<file path="config.mk">
export PLATFORM = sky130hd
export DESIGN_NAME = mem_arbiter
export DESIGN_NICKNAME = d
export VERILOG_FILES = /design/src/rtl/mem_arbiter.sv
export SDC_FILE = /design/constraint.sdc
export NUM_CORES = 1
export LEC_CHECK = 0
export CAP_MARGIN = 0
export CORE_UTILIZATION = 45
export DETAILED_ROUTE_END_ITERATION = 6
export PLACE_DENSITY = 0.95
export SLEW_MARGIN = 20
export SYNTH_ARGS = -nofsm -noshare
export SYNTH_HDL_FRONTEND = slang
export SYNTH_SLANG_ARGS = --single-unit
</file>
<file path="constraint.sdc">
create_clock -name clk -period 3.3 [get_ports clk]
set_clock_uncertainty 0.2 [all_clocks]
set_input_delay 0.66 -clock clk [delete_from_list [all_inputs] [get_ports clk]]
set_output_delay 0.66 -clock clk [all_outputs]
set_load 0.05 [all_outputs]
</file>
<file path="src/rtl/mem_arbiter.sv">
// rtl/mem_arbiter.sv - two-requester (fetch/data) single-port memory arbiter
// with timeout abort, sticky halt gating of fetches and per-requester completion pulses.
module mem_arbiter #(
  parameter int TIMEOUT = 15
) (
  input  logic        clk,
  input  logic        rst_n,
  input  logic        if_req_i,
  input  logic [15:0] if_addr_i,
  input  logic        d_req_i,
  input  logic        d_wr_i,
  input  logic [15:0] d_addr_i,
  input  logic [15:0] d_wdata_i,
  input  logic        halt_req_i,
  input  logic [15:0] mem_rdata_i,
  input  logic        mem_ready_i,
  output logic        mem_en_o,
  output logic        mem_wr_o,
  output logic [15:0] mem_addr_o,
  output logic [15:0] mem_wdata_o,
  output logic [15:0] if_rdata_o,
  output logic [15:0] d_rdata_o,
  output logic        if_done_o,
  output logic        d_done_o,
  output logic        if_stall_o,
  output logic        d_stall_o,
  output logic        err_o,
  output logic        halted_o
);

  localparam int TW = ($clog2(TIMEOUT + 1) < 4) ? 4 : $clog2(TIMEOUT + 1);
  localparam logic [TW-1:0] TMO_LAST = TW'(TIMEOUT - 1);

  typedef enum logic [1:0] {
    S_IDLE  = 2'd0,
    S_ISSUE = 2'd1,
    S_WAIT  = 2'd2
  } state_e;

  state_e        state_q, state_d;
  logic          owner_q, owner_d;   // 1 = data owns the bus, 0 = fetch
  logic          wr_q, wr_d;
  logic [15:0]   addr_q, addr_d;
  logic [15:0]   wdata_q, wdata_d;
  logic [15:0]   if_rdata_q, if_rdata_d;
  logic [15:0]   d_rdata_q, d_rdata_d;
  logic          if_done_q, if_done_d;
  logic          d_done_q, d_done_d;
  logic          err_q, err_d;
  logic          halt_q, halt_d;
  logic          prio_q, prio_d;
  logic [TW-1:0] tmo_q, tmo_d;

  logic fetch_elig;
  logic data_elig;
  logic grant_data;

  // A requester whose done pulse is still visible is excluded so it cannot be reissued.
  assign fetch_elig = if_req_i & ~if_done_q & ~halt_q;
  assign data_elig  = d_req_i & ~d_done_q;
  // prio_q: last grant went to data while fetch was waiting, so fetch goes next.
  assign grant_data = data_elig & ~(prio_q & fetch_elig);

  always_comb begin
    state_d    = state_q;
    owner_d    = owner_q;
    wr_d       = wr_q;
    addr_d     = addr_q;
    wdata_d    = wdata_q;
    if_rdata_d = if_rdata_q;
    d_rdata_d  = d_rdata_q;
    if_done_d  = 1'b0;
    d_done_d   = 1'b0;
    err_d      = err_q;
    halt_d     = halt_q | halt_req_i;
    prio_d     = prio_q;
    tmo_d      = tmo_q;

    case (state_q)
      S_IDLE: begin
        if (grant_data) begin
          state_d = S_ISSUE;
          owner_d = 1'b1;
          wr_d    = d_wr_i;
          addr_d  = d_addr_i;
          wdata_d = d_wdata_i;
          prio_d  = fetch_elig;
          tmo_d   = '0;
        end else if (fetch_elig) begin
          state_d = S_ISSUE;
          owner_d = 1'b0;
          wr_d    = 1'b0;
          addr_d  = if_addr_i;
          prio_d  = 1'b0;
          tmo_d   = '0;
        end
      end

      S_ISSUE, S_WAIT: begin
        if (mem_ready_i) begin
          state_d = S_IDLE;
          if (owner_q) begin
            d_done_d = 1'b1;
            if (!wr_q) d_rdata_d = mem_rdata_i;
          end else begin
            if_done_d  = 1'b1;
            if_rdata_d = mem_rdata_i;
          end
        end else if (tmo_q == TMO_LAST) begin
          state_d = S_IDLE;
          err_d   = 1'b1;
          if (owner_q) begin
            d_done_d  = 1'b1;
            d_rdata_d = 16'h0000;
          end else begin
            if_done_d  = 1'b1;
            if_rdata_d = 16'h0000;
          end
        end else begin
          state_d = S_WAIT;
          tmo_d   = tmo_q + 1'b1;
        end
      end

      default: state_d = S_IDLE;
    endcase
  end

  always_ff @(posedge clk or negedge rst_n) begin
    if (!rst_n) begin
      state_q    <= S_IDLE;
      owner_q    <= 1'b0;
      wr_q       <= 1'b0;
      addr_q     <= 16'h0000;
      wdata_q    <= 16'h0000;
      if_rdata_q <= 16'h0000;
      d_rdata_q  <= 16'h0000;
      if_done_q  <= 1'b0;
      d_done_q   <= 1'b0;
      err_q      <= 1'b0;
      halt_q     <= 1'b0;
      prio_q     <= 1'b0;
      tmo_q      <= '0;
    end else begin
      state_q    <= state_d;
      owner_q    <= owner_d;
      wr_q       <= wr_d;
      addr_q     <= addr_d;
      wdata_q    <= wdata_d;
      if_rdata_q <= if_rdata_d;
      d_rdata_q  <= d_rdata_d;
      if_done_q  <= if_done_d;
      d_done_q   <= d_done_d;
      err_q      <= err_d;
      halt_q     <= halt_d;
      prio_q     <= prio_d;
      tmo_q      <= tmo_d;
    end
  end

  assign mem_en_o    = (state_q == S_ISSUE);
  assign mem_wr_o    = wr_q;
  assign mem_addr_o  = addr_q;
  assign mem_wdata_o = wdata_q;
  assign if_rdata_o  = if_rdata_q;
  assign d_rdata_o   = d_rdata_q;
  assign if_done_o   = if_done_q;
  assign d_done_o    = d_done_q;
  assign if_stall_o  = if_req_i & ~if_done_q;
  assign d_stall_o   = d_req_i & ~d_done_q;
  assign err_o       = err_q;
  assign halted_o    = halt_q & (state_q == S_IDLE);

endmodule

</file>
==> results of run 1 <==
worst max-delay path: cells and delay by family (launching register included):
| family | cells | cell delay, ps |
|---|---|---|
| adders and majority gates | 1 | 370 |
| buffers and inverters | 2 | 860 |
| DFF | 1 | 400 |
| and+or+nand+nor | 1 | 180 |
layer usage:
layer / up-vias / GRT usage / routed length, µm
met5: - / 0 / 0
met2: 114 / 0.4219 / 4339
met4: 0 / 0.1043 / 190
met1: 1308 / 0.2689 / 3319
met3: 19 / 0.06032 / 507
li1: 1326 / - / -
synthesized netlist by cell type, drive strengths merged:
| library cell | instances |
|---|---|
| a21boi | 1 |
| a21oi | 1 |
| a22o | 2 |
| a31oi | 1 |
| a32o | 1 |
| and2 | 2 |
| buf | 7 |
| clkbuf | 11 |
| dfrtp | 77 |
| ha | 4 |
| inv | 24 |
| mux2 | 16 |
| mux2i | 18 |
| nand2 | 37 |
| nand2b | 2 |
| nand3 | 34 |
| nor2 | 2 |
| nor2b | 1 |
| nor3 | 5 |
| nor3b | 2 |
| nor4 | 1 |
| o211ai | 1 |
| o21ai | 50 |
| o21bai | 1 |
| o31ai | 2 |
| o41ai | 1 |
| or2 | 2 |
| or4 | 1 |
final timing paths:
check                           start          to  depth (start not counted)  slack (ps)
max in group asynchronous       rst_n  state_q[1]                          1        2030
min reg2reg                     err_o       err_o                          2         280
min in group clk                err_o       err_o                          2         280
max reg2reg                  tmo_q[0]    tmo_q[3]                          6        1100
min                             rst_n       err_o                          1         260
max                        state_q[0]    halted_o                          4         290
sequential cells by signal, summed over array words and instances (netlist names):
register	count
d_rdata_o	16
if_rdata_o	16
mem_addr_o	16
mem_wdata_o	16
tmo_q	4
state_q	2
d_done_o	1
err_o	1
halt_q	1
if_done_o	1
mem_wr_o	1
owner_q	1
prio_q	1
cell type report:
type | instances | share of cell area
tap | 96 | 0.02385
timing repair buffer | 147 | 0.2887
sequential | 77 | 0.3826
clock inverter | 5 | 0.01665
clock buffer | 11 | 0.02807
multi-input combinational | 188 | 0.2422
inverter | 24 | 0.01789
kinds of logic after synthesis:
group | synth area share
fa+ha+maj | 0.01515
buf+inv | 0.05151
mux | 0.1102
compound gates | 0.1061
flops | 0.5833
simple gates | 0.1337
where the power goes:
part           switching, mW  internal, mW
registers              0.242          1.35
logic                   2.15          1.07
clock network          0.354         0.448
total                   2.75          2.87
through the flow:
| step | setup slack (ps) | utilization | power, mW |
|---|---|---|---|
| floorplan | 1073 | - | 3.713 |
| global placement | 388.9 | 0.6928 | 4.747 |
| detailed placement | 348.5 | 0.6928 | 4.846 |
| CTS | 276.5 | 0.7252 | 5.658 |
| global route | 197.6 | 0.7252 | 5.895 |
| finish | 287.1 | 0.7252 | 5.624 |
==> impl_metrics.py, run 1 <==
metrics = {
    "clocking": {
        "cts_buffer_depth": 2,
        "h-tree-depth": 3,
        "cts.sinks": 77,
        "cts_buffers": 9,
        "path_clk_slew_ps": 80,
        "clk-insertion-delay-late_ps": 340,
        "postCtsSetupRepairBufs": 0,
        "cts_resized": 0,
        "cts_tree": "built",
        "root_buffer": "clkbuf_8",
        "hold_buffers": 0,
    },
    "timing": {
        "rsz0062_at_grt": "false",
        "setup_viol": 0,
        "max_freq_ghz": 0.3319,
        "tightest_slew_ps": 948.5,
        "maxSlewHeadroom": 0.3677,
        "setup_tns_ps": 0,
        "drv_slew": 0,
        "whs_ps": 262.6,
        "finalCritPeriodShare": 0.9130,
        "finalCriticalPeriod_ps": 3013,
        "final_hold_viol_count": 0,
    },
    "critical_path": {
        "crit_required_ps": 2440,
        "cp_slowest_cell": "clkdlybuf4s50_1",
        "cp_max_fo": 7,
        "critical_path.cell_chain": "inv_1 > ha_1 > and2_1 > clkdlybuf4s50_1",
        "cp_data_arrival_time_ps": 2150,
        "start_kind": "flop",
        "max_stage_delay_ps": 790,
        "critPathKind": "flop to output pin",
        "cp-end-kind": "output pin",
    },
    "yosys": {
        "ys_ff_latch": 77,
        "syn_area_per_cell_um2": 10.76,
        "yosysUniqueCellTypes": 37,
        "syn_inst": 307,
        "yosysTopAreaCellShare": 0.5833,
        "yosysWarnings": 0,
        "yosys.area.top_type": "dfrtp_1",
        "syn-cell-area_um2": 3303,
        "synthTopCellsByArea": "dfrtp_1, o21ai_1, mux2_1, mux2i_1, nand3_1",
        "yosysSeqAreaShare": 0.5833,
        "synth_nets": 382,
    },
    "final_layout": {
        "drive_gt1_frac": 0.07522,
        "multiInputGateArea_um2": 1220,
        "fin_nets": 522,
        "final_common_cell": "clkdlybuf4s50_1",
        "synthToLayoutAreaGrowth_pct": 52.46,
        "antennaDiodeCount": 0,
        "finalNonFillerCells": 548,
        "fill_cells": 493,
        "regArea_um2": 1927,
        "design_area_um2": 5036,
        "final_cell_mix": "clkdlybuf4s50_1, dfrtp_1, o21ai_1",
    },
    "floorplanning": {
        "die_w_um": 87.68,
        "core_um2": 6944,
        "die-height_um": 87.68,
        "num_rows": 30,
        "initial_core_util": 0.4757,
        "boundaryPins": 143,
        "die_area_um2": 7687,
    },
    "routing": {
        "routed_via_density": 5.049,
        "drc": 0,
        "vias": 2767,
        "drt-initial-drc-count": 118,
        "dr.pass1.iters": 4,
        "wirelength_um": 8356,
        "drt.antenna.violating_nets": 0,
        "wl_per_cell_um": 15.25,
    },
    "placement": {
        "hpwl_um": 6150,
        "place_inst": 532,
        "placed_area_um2": 4811,
        "gp_congestion": 0.7696,
        "io_buffers": 142,
    },
    "job": {
        "maxCapViolations": 0,
    },
    "pwr": {
        "leakage_nw": 2.217,
        "ir_drop_mv": 0.6805,
        "power.density_nw_per_um2": 1117,
    },
    "global_route": {
        "grt_usage": 0.2368,
        "grt.overflow.total": 0,
        "antenna_found_initial": 0,
        "grt_pass1_vias": 2905,
        "grt_pass1_wl_um": 13740,
        "grt_max_degree": 78,
    },
    "status": {
        "outcome": "completed",
    },
    "hold_path": {
        "hp-class": "input port to async pin",
    },
}
Power figures use the tool's default switching activity.
==> run 2: changes to the inputs <==
--- a/config.mk
+++ b/config.mk
@@ -9,6 +9,7 @@
 export CORE_UTILIZATION = 45
 export DETAILED_ROUTE_END_ITERATION = 6
 export PLACE_DENSITY = 0.95
+export SKIP_LAST_GASP = 1
 export SLEW_MARGIN = 20
 export SYNTH_ARGS = -nofsm -noshare
 export SYNTH_HDL_FRONTEND = slang
==> results of run 2 <==
The final DEF is identical to that of run 1; final timing and power are the same.
